**src/rtl/dma_pcie_mdma_byp_in_arb.sv**
```systemverilog
// Round-robin aggregator of per-channel bypass-in descriptor FIFOs.
// Define MDMA_BYP_IN_ARB_PRIO_EN to make channel 0 strict-priority.
module dma_pcie_mdma_byp_in_arb #(
   parameter int DSC_W      = 256,
   parameter int CIDX_W     = 16,
   parameter int NUM_CH     = 4,
   parameter int FIFO_DEPTH = 4,
   parameter int CH_W       = $clog2(NUM_CH)
) (
   input  logic                     clk,
   input  logic                     rst_n,
   input  logic [NUM_CH*DSC_W-1:0]  s_dsc,
   input  logic [NUM_CH*CIDX_W-1:0] s_cidx,
   input  logic [NUM_CH-1:0]        s_vld,
   output logic [NUM_CH-1:0]        s_rdy,
   output logic [DSC_W-1:0]         m_dsc,
   output logic [CIDX_W-1:0]        m_cidx,
   output logic [CH_W-1:0]          m_ch,
   output logic                     m_vld,
   input  logic                     m_rdy,
   output logic                     fifo_ovf
);

   localparam int AW = $clog2(FIFO_DEPTH);
   localparam int EW = DSC_W + CIDX_W;

   logic [EW-1:0]     mem [NUM_CH][FIFO_DEPTH];
   logic [AW-1:0]     wp  [NUM_CH];
   logic [AW-1:0]     rp  [NUM_CH];
   logic [AW:0]       cnt [NUM_CH];
   logic [NUM_CH-1:0] push;
   logic [NUM_CH-1:0] pop;
   logic [NUM_CH-1:0] ne;
   logic [NUM_CH-1:0] ovf;
   logic [CH_W-1:0]   last;
   logic [CH_W-1:0]   gnt;
   logic [CH_W:0]     sum;
   logic              any;
   logic              load;
   logic [EW-1:0]     head;

   always_comb begin
      for (int i = 0; i < NUM_CH; i++) begin
         s_rdy[i] = rst_n && (cnt[i] < (AW+1)'(FIFO_DEPTH));
         push[i]  = s_vld[i] & s_rdy[i];
         ne[i]    = (cnt[i] != '0);
         ovf[i]   = push[i] && (cnt[i] == (AW+1)'(FIFO_DEPTH));
      end
   end

   // Search starts one past the last grant and wraps.
   always_comb begin
      gnt = '0;
      any = 1'b0;
      sum = '0;
`ifdef MDMA_BYP_IN_ARB_PRIO_EN
      if (ne[0]) begin
         any = 1'b1;
      end
`endif
      for (int k = 1; k <= NUM_CH; k++) begin
         sum = {1'b0, last} + (CH_W+1)'(k);
         if (sum >= (CH_W+1)'(NUM_CH)) begin
            sum = sum - (CH_W+1)'(NUM_CH);
         end
         if (!any && ne[sum[CH_W-1:0]]) begin
            gnt = sum[CH_W-1:0];
            any = 1'b1;
         end
      end
   end

   assign load = (!m_vld || m_rdy) && any;
   assign head = mem[gnt][rp[gnt]];

   always_comb begin
      for (int i = 0; i < NUM_CH; i++) begin
         pop[i] = load && (gnt == CH_W'(i));
      end
   end

   always_ff @(posedge clk) begin
      for (int i = 0; i < NUM_CH; i++) begin
         if (push[i]) begin
            mem[i][wp[i]] <= {s_dsc[i*DSC_W +: DSC_W],
                              s_cidx[i*CIDX_W +: CIDX_W]};
         end
      end
   end

   always_ff @(posedge clk or negedge rst_n) begin
      if (!rst_n) begin
         for (int i = 0; i < NUM_CH; i++) begin
            wp[i]  <= '0;
            rp[i]  <= '0;
            cnt[i] <= '0;
         end
         last     <= CH_W'(NUM_CH - 1);
         m_vld    <= 1'b0;
         m_dsc    <= '0;
         m_cidx   <= '0;
         m_ch     <= '0;
         fifo_ovf <= 1'b0;
      end else begin
         for (int i = 0; i < NUM_CH; i++) begin
            if (push[i]) wp[i] <= wp[i] + 1'b1;
            if (pop[i])  rp[i] <= rp[i] + 1'b1;
            cnt[i] <= cnt[i] + (AW+1)'(push[i]) - (AW+1)'(pop[i]);
         end
         if (load) begin
            m_vld  <= 1'b1;
            m_dsc  <= head[EW-1:CIDX_W];
            m_cidx <= head[CIDX_W-1:0];
            m_ch   <= gnt;
`ifdef MDMA_BYP_IN_ARB_PRIO_EN
            if (gnt != '0) last <= gnt;
`else
            last   <= gnt;
`endif
         end else if (m_rdy) begin
            m_vld <= 1'b0;
         end
         if (|ovf) fifo_ovf <= 1'b1;
      end
   end

endmodule

```
**config.mk**
```make
export PLATFORM = sky130hd
export DESIGN_NAME = dma_pcie_mdma_byp_in_arb
export DESIGN_NICKNAME = d
export VERILOG_FILES = /design/src/rtl/dma_pcie_mdma_byp_in_arb.sv
export SDC_FILE = /design/constraint.sdc
export NUM_CORES = 2
export LEC_CHECK = 0
export BUFFER_PORTS_ARGS = -buffer_cell sky130_fd_sc_hd__buf_2
export CAP_MARGIN = 40
export CORE_MARGIN = 2
export CORE_UTILIZATION = 45
export DETAILED_ROUTE_END_ITERATION = 10
export PLACE_DENSITY = 0.65
export SYNTH_ARGS = -nofsm -noshare
export SYNTH_HDL_FRONTEND = slang
export SYNTH_MEMORY_MAX_BITS = 65536
export SYNTH_SLANG_ARGS = --single-unit
```
**constraint.sdc**
```tcl
create_clock -name clk -period 8.5 [get_ports clk]
set_input_delay 1.7 -clock clk [delete_from_list [all_inputs] [get_ports clk]]
set_output_delay 1.7 -clock clk [all_outputs]
set_load 0.02 [all_outputs]
```
; ---- Word level (Yosys, flattened, before mapping)
; Memories as Yosys holds them, arrays and structs flattened.
; Index checks and enable logic that the tools add are counted.
; Widths: inputs -> output; s select.
[classes]
n_addsub = 24
n_eq_ne = 7
div = 0
n_lt_le_gt_ge = 22
n_mul = 0
n_reduce_logical = 32
n_mux = 44
bitwise = 10
shifts = 0
[ops]
columns = op, n
row1 = $mux 1088, 4
row2 = $demux 272 s2, 4
row3 = $mux 272, 6
row4 = $bmux 272 s2, 1
row5 = $ge 3x3->1 const B, 10
row6 = $logic_and 1x1->1, 20
row7 = $mux 2, 10
row8 = $not 2->3, 6
row9 = $add 2x1->2 const B, 8
row10 = $mux 1, 14
row11 = $add 3x1->3, 4
row12 = $eq 3x3->1 const B, 4
row13 = $lt 2x3->1 const B, 4
row14 = $lt 3x1->1 const B, 4
row15 = $lt 3x3->1 const B, 4
row16 = $reduce_bool 3->1, 4
row17 = $sub 3x1->3, 4
row18 = $bmux 1 s2, 4
row19 = $sub 2x1->2 const B, 4
row20 = $add 2x2->3 const B, 2
row21 = $and 1x1->1, 4
row22 = $bmux 2 s2, 1
row23 = $eq 2x2->1 const B, 2
row24 = $logic_not 1->1, 4
row25 = 7 further kinds, 7
[totals]
in_bits = 1095
reg_bits = 306
mem_bits_rw = 4352
output_inout_bits = 280
romBits = 0
latchBits = 0
word_cells = 158
memories = 1
[mem_list]
columns = name, depth, word_bits, rd, rd_ports_with_merged_regs, write_ports, line_no
row1 = mem, 4, 1088, 1, 0, 4, 27  ; logic [EW-1:0] mem [NUM_CH][FIFO_DEPTH];

; ---- Longest topological paths before layout
[logic_depth]
depth_word = 23
mapped_depth = 15
mapped_depth_nobuf = 11

; ---- Worst setup path after synthesis
; No wires, ideal clock.
[synth_path]
kind = input -> register
startpoint = input rst_n
endpoint = memory mem[0][0] (netlist name) (enable)
setup_slack_ns = -0.672
t_required_ns = 7.830
t_arrival_ns = 8.502
path_buffers = 0
path_stages = 2
setup_ns = 0.670
cell_sequence = nor2b_1 and3_1
[synth_rtl]
columns = item, line_no
row1 = from (decl), 11  ; input logic rst_n,
row2 = to (decl), 27

; ---- Worst setup path in the final report
[layout_path]
startpoint = register cnt[10] (netlist name)
endpoint = register m_dsc[248]
[layout_via]
elab_chain_cells = 21
elab_cells_between_ends = 33
classes_between = mux (22) / bitwise (2) / reduce/logical (8) / memory (1)
[layout_rtl]
columns = item, line_no
row1 = from (decl), 30  ; logic [AW:0] cnt [NUM_CH];
row2 = "from (signal, indexed assignment)", 108  ; cnt[i] <= cnt[i] + (AW+1)'(push[i]) - (AW+1)'(pop[i]);
row3 = $reduce_bool 3->1 (*), 46  ; ne[i] = (cnt[i] != '0);
row4 = $bmux 1 s2, 66  ; if (!any && ne[sum[CH_W-1:0]]) begin
row5 = $mux 1 (implied by the code), 66
row6 = $mux 1, 66
row7 = $logic_not 1->1, 66
row8 = $logic_and 1x1->1, 66
row9 = $mux 1, 66
row10 = $logic_not 1->1, 66
row11 = [3 not listed], -
row12 = $logic_and 1x1->1, 66
row13 = $mux 2, 66
row14 = $not 2->3 (implied by the code), 74  ; assign head = mem[gnt][rp[gnt]];
row15 = $bmux 2 s2, 74
row16 = $mux 2 (implied by the code) (2 in series), 74
row17 = $not 2->3 (implied by the code), 74
row18 = $bmux 272 s2, 74
row19 = $mux 272 (implied by the code) (2 in series), 74
row20 = to (signal assigned), 112  ; m_dsc <= head[EW-1:CIDX_W];
row21 = to (decl), 16  ; output logic [DSC_W-1:0] m_dsc,
; Every way passes the cells marked *; elsewhere a longest branch is shown, timed or not. The select of a mux whose other input is x is not followed.
; A chain may end at the register's enable or synchronous reset.

==> flow_summary.yaml <==
layout:
  area_growth_pct: 17.4
  drive_gt1_share_pct: 33.2
  final_cells: 15800
  layout.nets: 11000
placed_design:
  place.gp.congestion: 0.852
  place_hpwl_um: 324000
  pre_cts_ws_ps: 3390
  port_buffers: 1374
  placed_cells: 14600
logic_synthesis:
  synth-edff-count: 4352
  dominantRegCellSynth: "edfxtp_1"
  ys_seq_area_share_pct: 78.8
  avgSynthCellArea_um2: 21.3
  synthDistinctLibCells: 35
  synth-seq-cells: 4658
  synth.net_count: 9379
  async_flop_share_pct: 6.57
  syn_area_um2: 176000
  yosys_warnings: 0
  syn_inst: 8256
route:
  vias_per_cell: 6.01
  maxUsedRoutingLayer: "met5"
  met2WireLength_um: 262000
  vias: 94800
  drt-initial-drc-count: 12100
  wl_met1_um: 192000
  dr_wl_met3_um: 59400
  wire_per_inst_um: 34.2
  postRouteWirelength_um: 540000
  drc: 0
  first_pass_iters: 6
  drtAntennaViolNets: 0
clocking:
  clock_path_buffers: 4
  cts.clk_slew.worst_paths_ps: 60
  cts-root-buf: "clkbuf_16"
  cts_buffers: 455
  hold_buffers: 0
  post_cts_buffers: 0
  numClockSinks: 4658
  cts.repair.resized: 0
  clock_latency_ps: 1020
  cts_tree: "done"
  htree_levels: 5
sta:
  final.period_utilization_pct: 61.5
  hold_viol_final: 0
  fin_crit_ps: 5220
  rsz0062_at_grt: "false"
  tightest_slew_ps: 1260
  slew_viol_final: 0
  setup_violations: 0
  relSlewSlack_pct: 15.8
  fmax_mhz: 191
  fin_skew_ps: 76.9
  setup_ws_ps: 3280
power:
  internal_power_uw: 53700
  clock_power_share_pct: 25.8
  power_density_nw_per_um2: 398
  p_switching_uw: 28300
  p_sw_share_pct: 34.5
  comb_power_share_pct: 39.5
  vdd_drop_max_mv: 0.696
  p_seq_share_pct: 34.8
  leakage_uw: 0.0708
  finalPower_uw: 82000
setup_path:
  regToRegStartpoint: "cnt[10]"
  max_stage_delay_ps: 680
  cp-end-kind: "flop"
  crit_type: "reg2reg"
  worstPathCellList: "or3_1 -> or4_4 -> a311oi_4 -> buf_4 -> buf_12 -> buf_12 -> mux4_2 -> nand2_1 -> a21oi_1 -> a211o_1"
  r2r_cells: 10
  critical_path_required_ps: 9370
  critPathMaxFanout: 144
  reg2reg_to: "m_dsc[248]"
  startpoint_type: "flop"
  r2r_slack_ps: 3280
  cp_common_cell: "buf_12"
  crit_slowest_cell: "buf_12"
  worstPathArrival_ps: 6100
  crit_start: "cnt[10]"
hold_path:
  hold_depth: 0
  min_from: "fifo_ovf"
  hold_end: "fifo_ovf"
  hold_path_class: "reg2reg"
grt:
  grt_use_total_pct: 26.9
  grt_pass1_wl_um: 750000
  antenna_found_initial: 418
  overflow: 0
  grt_max_degree: 145
  grt_pass1_vias: 96400
status:
  run_status: "finished, final reports clean"
die:
  rows: 229
  start_util_pct: 45.2
  core_um2: 389000
  die_area_um2: 395000
  chipHeight_um: 629
  die_x_um: 629
  ioPinCount: 1375
job:
  maxCapViolCount: 0
## state kept, by name (all words and copies together), names as in the netlist
| signal | flops |
|---|---|
| mem | 4352 |
| m_dsc | 256 |
| m_cidx | 16 |
| cnt | 12 |
| rp | 8 |
| wp | 8 |
| last | 2 |
| m_ch | 2 |
| fifo_ovf | 1 |
| m_vld | 1 |
## cells in the final DEF (no fill, tap or decap), types with 6 or more instances in the layout
cell type | Yosys | final
a211o_1 | 272 | 272
a21oi_1 | 546 | 546
and3_4 | 0 | 16
buf_12 | 0 | 73
buf_16 | 0 | 11
buf_2 | 241 | 1373
buf_4 | 70 | 129
bufinv_16 | 0 | 70
clkbuf_1 | 99 | 77
clkbuf_16 | 0 | 456
clkbuf_8 | 0 | 26
clkinv_1 | 0 | 79
clkinv_16 | 0 | 16
clkinv_2 | 0 | 90
clkinvlp_4 | 0 | 22
dfrtp_1 | 304 | 304
diode_2 | 0 | 343
edfxtp_1 | 4352 | 4352
ha_1 | 24 | 24
inv_1 | 28 | 28
inv_16 | 0 | 7
mux4_2 | 1091 | 1089
nand2_1 | 1101 | 1100
nor3_1 | 7 | 7
o21ai_0 | 6 | 6
xnor2_1 | 20 | 20
## logic make-up (layout without fill, tap and decap cells)
family,Yosys count,count (layout),share of synthesized area [%]
DFF,4658,4658,78.8
and+or+nand+nor,1146,1146,2.51
muxes,1091,1091,14.0
AOI/OAI and AO/OA,831,831,2.98
buffers and inverters,482,2470,1.45
adders and majority gates,28,28,0.217
xor gates and xnor gates,20,20,0.0997
other,0,343,0
## critical path, delay by kind of cell, from the launching register on
family                 cells  cell delay [ps]
multiplexers               1              410
buffers and inverters      3             1880
flip-flops                 1              420
AO/OA/AOI/OAI              3              820
AND/OR/NAND/NOR            3             1000
## through the flow
stage	area (µm²)	util, %	hold slack [ps]	TNS [ps]
after CTS	205000	52.8	381	0
after detailed placement	189000	48.7	365	0
after global routing	206000	52.9	395	0
after global placement	189000	48.6	362	0
after floorplan	176000	-	440	-1828010
final	206000	53.0	380	0
## cell type report
cell class,instances,area (µm²)
diodes,343,858
clock buffers,559,12100
clock inverters,296,3760
fillers,30000,183000
inverters,28,105
multi-input cells,3116,34900
flip-flops and latches,4658,138000
well taps,5197,6500
repair buffers,1587,9620
## power by group through the flow
stage               Combinational [µW]  Sequential [µW]  Clock [µW]
floorplan                        23200            29700           0
global placement                 31900            28800           0
detailed placement               32600            28900           0
CTS                              32700            28500       21300
global route                     34600            28600       22200
finish                           32400            28500       21100
## synth_stat cells (all sizes together), types with 4 or more instances
library cell,number,area (µm²)
edfxtp,4352,131000
nand2,1101,4130
mux4,1091,24600
a21oi,546,2730
buf,355,2060
dfrtp,304,7610
a211o,272,2380
clkbuf,99,372
inv,28,105
ha,24,300
xnor2,20,175
and3,16,100
nor3,8,45.0
o21ai,7,35.0
and2,5,31.3
nor2b,5,31.3
fa,4,80.1
nor2,4,15.0
## metal layers
layer / up-vias / global-route usage (%)
met5: - / 0
met4: 196 / 12.5
met3: 1295 / 7.10
met2: 5812 / 43.6
met1: 50200 / 34.0
li1: 37400 / -
## worst max-delay path by stage
stage / cells past startpoint / to / slack (ps)
2_1_floorplan: 2 / mem[2][0] / -670
3_3_place_gp: 10 / m_dsc[154] / 3430
3_5_place_dp: 10 / m_dsc[101] / 3390
4_1_cts: 10 / m_dsc[60] / 3370
5_1_grt: 10 / m_dsc[1] / 3130
6_report: 10 / m_dsc[248] / 3280
Note: power is estimated with default switching activity, not from simulation.
